<file path="src/rtl/fpu_bus_master_pkg.sv">
// pa_fpu: shared constants and types for the FPU register bus.
// Holds the register map, the operation codes, the initiator state enum and a byte-select helper.
// No ports; imported by the bus master and its bench.
package pa_fpu;

   // Register map, little-endian within each multi-byte field.
   localparam logic [5:0] FPU_ADDR_A   = 6'h00;
   localparam logic [5:0] FPU_ADDR_B   = 6'h04;
   localparam logic [5:0] FPU_ADDR_OP  = 6'h08;
   localparam logic [5:0] FPU_ADDR_RES = 6'h10;

   // Operation codes understood by the FPU.
   localparam logic [7:0] op_add = 8'h00;
   localparam logic [7:0] op_sub = 8'h01;
   localparam logic [7:0] op_mul = 8'h02;
   localparam logic [7:0] op_div = 8'h03;

   typedef enum logic [2:0] {
      ST_IDLE,
      ST_WR_STB,
      ST_WR_GAP,
      ST_WAIT_END,
      ST_RD_STB,
      ST_RD_GAP,
      ST_ACK,
      ST_DONE
   } e_fpu_master_st;

   // Byte idx of the write sequence: A[0..3], B[0..3], then the opcode.
   function automatic logic [7:0] fpu_wr_byte(input logic [31:0] a,
                                              input logic [31:0] b,
                                              input logic [7:0]  op,
                                              input logic [3:0]  idx);
      logic [31:0] w;
      w = idx[2] ? b : a;
      if (idx[3]) return op;
      return w[{idx[1:0], 3'b000} +: 8];
   endfunction

endpackage

</file>
<file path="src/rtl/fpu_bus_master.sv">
// fpu_bus_master: writes A, B and opcode bytewise to the FPU, waits for cmd_end,
// reads the 32-bit result back bytewise, then handshakes end_ack and pulses done.
// Latency: 18 write cycles + cmd_end wait + 12 read cycles + ACK (>=1) + 1.
// Backpressure: start is accepted only while ready (idle and FPU not busy); otherwise dropped.
// Ports: clk/arst; start, op_a, op_b, opcode in; ready, done, error, result out;
//        fpu_* form the 8-bit FPU register bus (strobes active low).
module fpu_bus_master
   import pa_fpu::*;
#(
   parameter int TIMEOUT_CYCLES = 4096,
   parameter int TO_W           = 13
) (
   input  logic        clk,
   input  logic        arst,
   input  logic        start,
   input  logic [31:0] op_a,
   input  logic [31:0] op_b,
   input  logic [7:0]  opcode,
   output logic        ready,
   output logic        done,
   output logic        error,
   output logic [31:0] result,
   output logic [7:0]  fpu_data_wr,
   input  logic [7:0]  fpu_data_rd,
   output logic [5:0]  fpu_addr,
   output logic        fpu_cs,
   output logic        fpu_rd,
   output logic        fpu_wr,
   output logic        fpu_end_ack,
   input  logic        fpu_cmd_end,
   input  logic        fpu_busy
);

   e_fpu_master_st state_q, state_d;
   logic [3:0]      idx_q, idx_d;
   logic [TO_W-1:0] to_q, to_d;
   logic            rd_ph_q, rd_ph_d;      // second cycle of a read strobe
   logic [31:0]     a_q, a_d, b_q, b_d;
   logic [7:0]      opc_q, opc_d;
   logic [31:0]     rbuf_q, rbuf_d;        // result bytes collected during reads
   logic [31:0]     result_q, result_d;
   logic            err_q, err_d;

   always_ff @(posedge clk or posedge arst) begin
      if (arst) begin
         state_q  <= ST_IDLE;
         idx_q    <= '0;
         to_q     <= '0;
         rd_ph_q  <= 1'b0;
         a_q      <= '0;
         b_q      <= '0;
         opc_q    <= '0;
         rbuf_q   <= '0;
         result_q <= '0;
         err_q    <= 1'b0;
      end else begin
         state_q  <= state_d;
         idx_q    <= idx_d;
         to_q     <= to_d;
         rd_ph_q  <= rd_ph_d;
         a_q      <= a_d;
         b_q      <= b_d;
         opc_q    <= opc_d;
         rbuf_q   <= rbuf_d;
         result_q <= result_d;
         err_q    <= err_d;
      end
   end

   always_comb begin
      state_d     = state_q;
      idx_d       = idx_q;
      to_d        = to_q;
      rd_ph_d     = rd_ph_q;
      a_d         = a_q;
      b_d         = b_q;
      opc_d       = opc_q;
      rbuf_d      = rbuf_q;
      result_d    = result_q;
      err_d       = err_q;
      fpu_cs      = 1'b1;
      fpu_rd      = 1'b1;
      fpu_wr      = 1'b1;
      fpu_end_ack = 1'b0;
      fpu_addr    = '0;
      fpu_data_wr = '0;
      done        = 1'b0;

      case (state_q)
         ST_IDLE: begin
            if (start && !fpu_busy) begin
               a_d     = op_a;
               b_d     = op_b;
               opc_d   = opcode;
               idx_d   = '0;
               err_d   = 1'b0;
               state_d = ST_WR_STB;
            end
         end
         ST_WR_STB: begin
            fpu_cs      = 1'b0;
            fpu_wr      = 1'b0;
            fpu_addr    = FPU_ADDR_A + 6'(idx_q);
            fpu_data_wr = fpu_wr_byte(a_q, b_q, opc_q, idx_q);
            state_d     = ST_WR_GAP;
         end
         ST_WR_GAP: begin
            // Address and data stay stable through the recovery cycle.
            fpu_addr    = FPU_ADDR_A + 6'(idx_q);
            fpu_data_wr = fpu_wr_byte(a_q, b_q, opc_q, idx_q);
            if (idx_q == 4'd8) begin
               to_d    = '0;
               state_d = ST_WAIT_END;
            end else begin
               idx_d   = idx_q + 4'd1;
               state_d = ST_WR_STB;
            end
         end
         ST_WAIT_END: begin
            to_d = to_q + 1'b1;
            // cmd_end wins over a timeout expiring in the same cycle.
            if (fpu_cmd_end) begin
               idx_d   = '0;
               rd_ph_d = 1'b0;
               state_d = ST_RD_STB;
            end else if (to_q == TO_W'(TIMEOUT_CYCLES - 1)) begin
               err_d   = 1'b1;
               state_d = ST_DONE;
            end
         end
         ST_RD_STB: begin
            fpu_cs   = 1'b0;
            fpu_rd   = 1'b0;
            fpu_addr = FPU_ADDR_RES + {4'b0, idx_q[1:0]};
            if (!rd_ph_q) begin
               rd_ph_d = 1'b1;
            end else begin
               // Data is taken only after it has had a full strobe cycle to settle.
               rd_ph_d = 1'b0;
               rbuf_d[{idx_q[1:0], 3'b000} +: 8] = fpu_data_rd;
               state_d = ST_RD_GAP;
            end
         end
         ST_RD_GAP: begin
            fpu_addr = FPU_ADDR_RES + {4'b0, idx_q[1:0]};
            if (idx_q == 4'd3) begin
               state_d = ST_ACK;
            end else begin
               idx_d   = idx_q + 4'd1;
               state_d = ST_RD_STB;
            end
         end
         ST_ACK: begin
            fpu_end_ack = 1'b1;
            if (!fpu_cmd_end) begin
               result_d = rbuf_q;
               state_d  = ST_DONE;
            end
         end
         ST_DONE: begin
            done    = 1'b1;
            state_d = ST_IDLE;
         end
         default: state_d = ST_IDLE;
      endcase
   end

   assign ready  = (state_q == ST_IDLE) && !fpu_busy;
   assign error  = (state_q == ST_DONE) && err_q;
   assign result = result_q;

endmodule

</file>
<file path="config.mk">
export PLATFORM = sky130hd
export DESIGN_NAME = fpu_bus_master
export DESIGN_NICKNAME = d
export VERILOG_FILES = /design/src/rtl/fpu_bus_master_pkg.sv /design/src/rtl/fpu_bus_master.sv
export SDC_FILE = /design/constraint.sdc
export NUM_CORES = 1
export LEC_CHECK = 0
export CAP_MARGIN = 15
export CORE_ASPECT_RATIO = 2
export CORE_MARGIN = 2
export CORE_UTILIZATION = 47
export CTS_CLUSTER_DIAMETER = 40
export CTS_CLUSTER_SIZE = 20
export DETAILED_ROUTE_END_ITERATION = 7
export HOLD_SLACK_MARGIN = 0.05
export PLACE_DENSITY = 0.74
export SLEW_MARGIN = 20
export SYNTH_ARGS = -nofsm -noshare
export SYNTH_HDL_FRONTEND = slang
export SYNTH_SLANG_ARGS = --single-unit
</file>
<file path="constraint.sdc">
create_clock -name clk -period 4.9 [get_ports clk]
set_input_delay 0.98 -clock clk [delete_from_list [all_inputs] [get_ports clk]]
set_output_delay 0.98 -clock clk [all_outputs]
set_load 0.05 [all_outputs]
</file>
==> flow_summary_export.csv, run 1 <==
group,metric,value,unit
timing,slew_viol_final,0,
worst_setup_path,worst_ep_arrival_time,3020,ps
yosys,synth_area,7360,sq um
finish,fillerInstances,1207,
yosys,synth_seq_cells,158,
worst_setup_path,worstPathMaxFanout,19,
route,drc,0,
die,die-area,16700,sq um
worst_setup_path,cp_slowest_stage_delay,850,ps
grt,grt_overflow,0,
grt,grt_pass1_wl,28.7,mm
timing,fmax,250,MHz
placed_design,place_inst,867,
route,viasPerCell,5.39,
clocking,cts_setup_buffers,0,
die,dieWidth,92.5,microns
grt,grt_max_degree,83,
worst_setup_path,cp.required,3920,ps
yosys,async_flop_share,100,%
finish,area_growth,27.5,%
worst_setup_path,worst_path_max_delay_cell,"clkdlybuf4s50_1",
worst_setup_path,crit_chain,"xor2_1 -> and2_1 -> o21ai_0 -> a21oi_1 -> clkdlybuf4s50_1",
grt,gr-usage-met1,23.6,%
route,wl,18.3,mm
grt,busiest_layer,"met2",
placed_design,hpwl,13.8,mm
timing,final.setup.tns,0,ps
timing,finClkSkew,9.54,ps
timing,setup_viol,0,
worst_setup_path,setup.worst_path.class,"reg -> out",
finish,diodes,0,
timing,max-slew-margin-rel,26.6,%
job,cap_violations,0,
die,fp.dieH,181,microns
grt,gr-usage-all-layers,22.9,%
finish,layout.nets,778,
clocking,path_clk_slew,70,ps
route,firstDrtPassIters,4,
yosys,synth_flop_cell,"dfrtp_1",
finish,layout_common_cells,"157 x dfrtp_1, 136 x clkdlybuf4s50_1, 89 x nand2_1",
yosys,syn_nets,650,
grt,antenna_found_initial,0,
finish,final_common_cell,"dfrtp_1",
placed_design,port_buffers,136,
clocking,cts_root_buf,"clkbuf_16",
yosys,synth.avg_cell_area,13.1,sq um
grt,first_global_vias,5301,
yosys,yosysSeqAreaShare,53.7,%
clocking,clockBufferDepth,2,
die,initial_core_util,48.1,%
finish,fin_cells,898,
finish,layout-drive-gt1-share,23.7,%
route,vias,4842,
timing,tightest_slew,1100,ps
clocking,insertion_delay,420,ps
timing,hold_violations,0,
timing,min_period_over_period,81.6,%
timing,min_period,4000,ps
power_and_ir_drop,leakagePower,4.17,nW
grt,grt_util_met2,42.9,%
finish,seqCellArea,3960,sq um
clocking,cts_tree,"built",
yosys,netlist_instances,560,
placed_design,routabilityCongestion,0.911,
yosys,ys_warn_count,0,
clocking,cts_made_buffers,17,
timing,rsz0062_at_grt,"false",
die,fp-row-count,64,
worst_setup_path,endpoint_kind,"output pin",
clocking,cts_max_level,4,
route,wire_per_inst,20.4,microns
die,num_io_pins,138,
route,drt_iter0_markers,209,
route,ant_nets,0,
die,core,15300,sq um
clocking,clock_sinks,158,
clocking,holdBufCountCts,0,
yosys,synth_edf_count,0,
yosys,synth_cell_types,51,
power_and_ir_drop,pwr_density_cell,676,nW/um^2
finish,multiInputGateArea,3170,sq um
grt,grt_use_met3,3.38,%
placed_design,placedInstanceArea,8810,sq um
clocking,cts_resized,0,
finish,fin_area,9390,sq um
worst_setup_path,startpoint_type,"flip-flop",
outcome,status,"finished clean",
power_and_ir_drop,peakVddDrop,0.000444,V
worst_hold_path,hp-class,"reg -> reg",
## critical path, delay by kind of cell, from the launching register on
family	cells	cell delay, ps
xor+xnor	1	260
simple gates	1	360
buf+inv	1	850
compound gates	2	390
flops	1	740
## metal layers
metal / wire, microns / up-vias
met5: 0 / -
met4: 967 / 0
met3: 542 / 42
met2: 10500 / 159
met1: 6230 / 2415
li1: - / 2226
## stage by stage
| step | utilization [%] | power (W) | hold WS, ps | setup slack (ps) |
|---|---|---|---|---|
| final | 61.4 | 0.00634 | 476 | 900 |
| after global routing | 61.4 | 0.00664 | 502 | 770 |
| after CTS | 61.4 | 0.00639 | 481 | 741 |
| after detailed placement | 57.6 | 0.00507 | 468 | 1200 |
| after global placement | 57.6 | 0.00500 | 458 | 1270 |
| after floorplan | - | 0.00419 | 444 | 1490 |
## registers in the layout, indices dropped and copies added (netlist names), 3 cells and up
signal,flops
b_q,32
a_q,32
to_q,13
idx_q,4
state_q,3
opc_q,8
rbuf_q,32
result,32
## synthesized netlist by cell type, drive strengths merged (4+ instances only)
library cell / count / area share, %
and3: 4 / 0.34
ha: 5 / 0.85
mux2i: 13 / 1.8
nand3: 7 / 0.65
inv: 7 / 0.36
a21oi: 13 / 0.88
dfrtp: 158 / 54
o211ai: 4 / 0.41
clkbuf: 5 / 0.25
buf: 25 / 2.6
o21ai: 52 / 3.5
mux4: 16 / 4.9
nor2: 13 / 0.76
o31ai: 4 / 0.48
nand2: 90 / 4.6
mux2: 106 / 20
## path summary, 6_finish.rpt
path,slack (ps),start,depth (start not counted),endpoint
max in group asynchronous,2790,arst,3,idx_q[2]
min,480,rbuf_q[12],2,rbuf_q[12]
min reg2reg,480,rbuf_q[12],2,rbuf_q[12]
max,900,state_q[0],5,fpu_data_wr[6]
min in group asynchronous,1060,arst,2,a_q[28]
max reg2reg,1990,idx_q[0],6,idx_q[0]
## report_power, final
group          total (W)  switching (W)  leakage, nW  internal [W]
logic            0.00263        0.00136         2.03       0.00127
clock network    0.00129       0.000575        0.279      0.000718
registers        0.00242       0.000525         1.86       0.00189
total            0.00634        0.00246         4.17       0.00388
## final cells by class
| cell class | count | area share [%] |
|---|---|---|
| Sequential cell | 158 | 42.1 |
| Inverter | 7 | 0.320 |
| Multi-Input combinational cell | 365 | 33.8 |
| Timing Repair Buffer | 139 | 15.0 |
| Clock buffer | 17 | 4.53 |
| Clock inverter | 14 | 1.57 |
| Tap cell | 198 | 2.64 |
## cells by family after synthesis
kind of cell / Yosys count / synth area share (%)
other cells: 1 / 0.0509
simple gates: 142 / 9.38
compound gates: 79 / 6.03
flops: 158 / 53.7
mux: 135 / 26.4
fa+ha+maj: 5 / 0.850
buf+inv: 37 / 3.21
xor+xnor: 3 / 0.357
(Power assumes the default switching activity.)
==> run 2, diff against run 1 <==
- clock period: 4.9 -> 3.5 ns (I/O delays scaled with it)
==> flow_summary_export.csv, run 2 (same netlist as run 1, synthesis figures left out) <==
group,metric,value,unit
worst_setup_path,endpoint_kind,"output pin",
route,viasPerCell,5.42,
worst_setup_path,setup.worst_path.class,"reg -> out",
clocking,insertion_delay,430,ps
die,fp.dieH,181,microns
worst_setup_path,startpoint_type,"flip-flop",
clocking,clock_sinks,158,
power_and_ir_drop,peakVddDrop,0.000575,V
timing,fmax,310,MHz
route,ant_nets,0,
power_and_ir_drop,pwr_density_cell,930,nW/um^2
worst_setup_path,ff2ff_setup_slack,1050,ps
route,drc,0,
finish,area_growth,28.8,%
timing,final.setup.tns,0,ps
worst_setup_path,cp_slowest_stage_delay,700,ps
grt,grt_max_degree,65,
worst_setup_path,crit_chain,"nor2b_1 -> nand2b_1 -> and2_1 -> clkdlybuf4s50_1",
clocking,cts_resized,0,
clocking,cts_setup_buffers,0,
route,vias,4922,
grt,gr-usage-all-layers,21.7,%
clocking,holdBufCountCts,0,
placed_design,port_buffers,136,
die,fp-row-count,64,
die,die-area,16700,sq um
timing,rsz0062_at_grt,"false",
finish,layout_common_cells,"158 x dfrtp_1, 125 x clkdlybuf4s50_1, 89 x nand2_1",
outcome,status,"finished clean",
route,wire_per_inst,18.7,microns
die,initial_core_util,48.1,%
timing,max-slew-margin-rel,39.2,%
clocking,cts_root_buf,"clkbuf_16",
timing,hold_violations,0,
worst_setup_path,cp.required,2800,ps
finish,fin_area,9480,sq um
grt,grt_pass1_wl,27.8,mm
finish,diodes,0,
placed_design,routabilityCongestion,0.801,
timing,tightest_slew,911,ps
route,firstDrtPassIters,4,
timing,slew_viol_final,0,
clocking,cts_max_level,4,
placed_design,placedInstanceArea,8880,sq um
power_and_ir_drop,leakagePower,4.29,nW
route,drt_iter0_markers,150,
die,dieWidth,92.5,microns
grt,grt_overflow,0,
worst_setup_path,worstPathMaxFanout,16,
finish,layout.nets,787,
worst_setup_path,worst_ep_arrival_time,2520,ps
placed_design,hpwl,12.5,mm
finish,final_common_cell,"dfrtp_1",
job,cap_violations,0,
timing,setup_viol,0,
worst_hold_path,hp-class,"reg -> reg",
grt,antenna_found_initial,0,
die,num_io_pins,138,
timing,finClkSkew,11.0,ps
worst_setup_path,cpLargestDelayFamily,"simple AND/OR/NAND/NOR gates",
grt,first_global_vias,5323,
worst_setup_path,crit_buf_inv,1,
die,core,15300,sq um
finish,layout-drive-gt1-share,25.9,%
route,wl,17.0,mm
clocking,clockBufferDepth,2,
timing,min_period_over_period,92.0,%
worst_setup_path,worst_path_max_delay_cell,"clkdlybuf4s50_1",
clocking,cts_made_buffers,17,
clocking,cts_tree,"built",
timing,min_period,3220,ps
clocking,path_clk_slew,70,ps
==> run 2: tightest hold or removal path, delay by kind of cell (launching register included) <==
| kind | cells | cell delay [ps] |
|---|---|---|
| AOI/OAI and AO/OA | 1 | 60 |
| and+or+nand+nor | 1 | 40 |
| DFF | 1 | 340 |
==> run 2: metrics by stage <==
step | utilization, % | setup slack (ps) | power [W] | cells | hold slack [ps]
final | 62.0 | 278 | 0.00882 | 908 | 478
after global routing | 62.0 | 244 | 0.00929 | 908 | 507
after CTS | 62.0 | 81.6 | 0.00891 | 908 | 483
after detailed placement | 58.1 | 551 | 0.00702 | 876 | 466
after global placement | 58.1 | 643 | 0.00688 | 876 | 458
after floorplan | - | 546 | 0.00586 | 560 | 444
==> run 2: cell type report <==
class                           count  area, sq um
Clock buffer                       17          425
Clock inverter                     15          173
Fill cell                        1179         5810
Inverter                            7         30.0
Multi-Input combinational cell    365         3170
Sequential cell                   158         3950
Tap cell                          198          248
Timing Repair Buffer              148         1480
==> run 2: worst paths after layout <==
path,from,endpoint,cells after the start
max in group asynchronous,arst,result[24],3
min reg2reg,rbuf_q[6],rbuf_q[6],2
max reg2reg,idx_q[0],idx_q[0],6
max,state_q[2],fpu_cs,4
min,rbuf_q[6],rbuf_q[6],2
min in group asynchronous,arst,a_q[22],2
==> run 2: per-layer routing <==
| layer | GRT usage (%) | part of all wire [%] | vias up |
|---|---|---|---|
| li1 | - | - | 2254 |
| met1 | 22.9 | 35 | 2494 |
| met2 | 40.3 | 58 | 141 |
| met3 | 4.88 | 3.8 | 33 |
| met4 | 9.19 | 3.0 | 0 |
| met5 | 0 | 0 | - |
==> run 2: report_power, final <==
group          switching (W)  internal (W)  total, W
clock network       0.000889      0.000963   0.00185
logic                0.00203       0.00178   0.00381
registers           0.000511       0.00265   0.00316
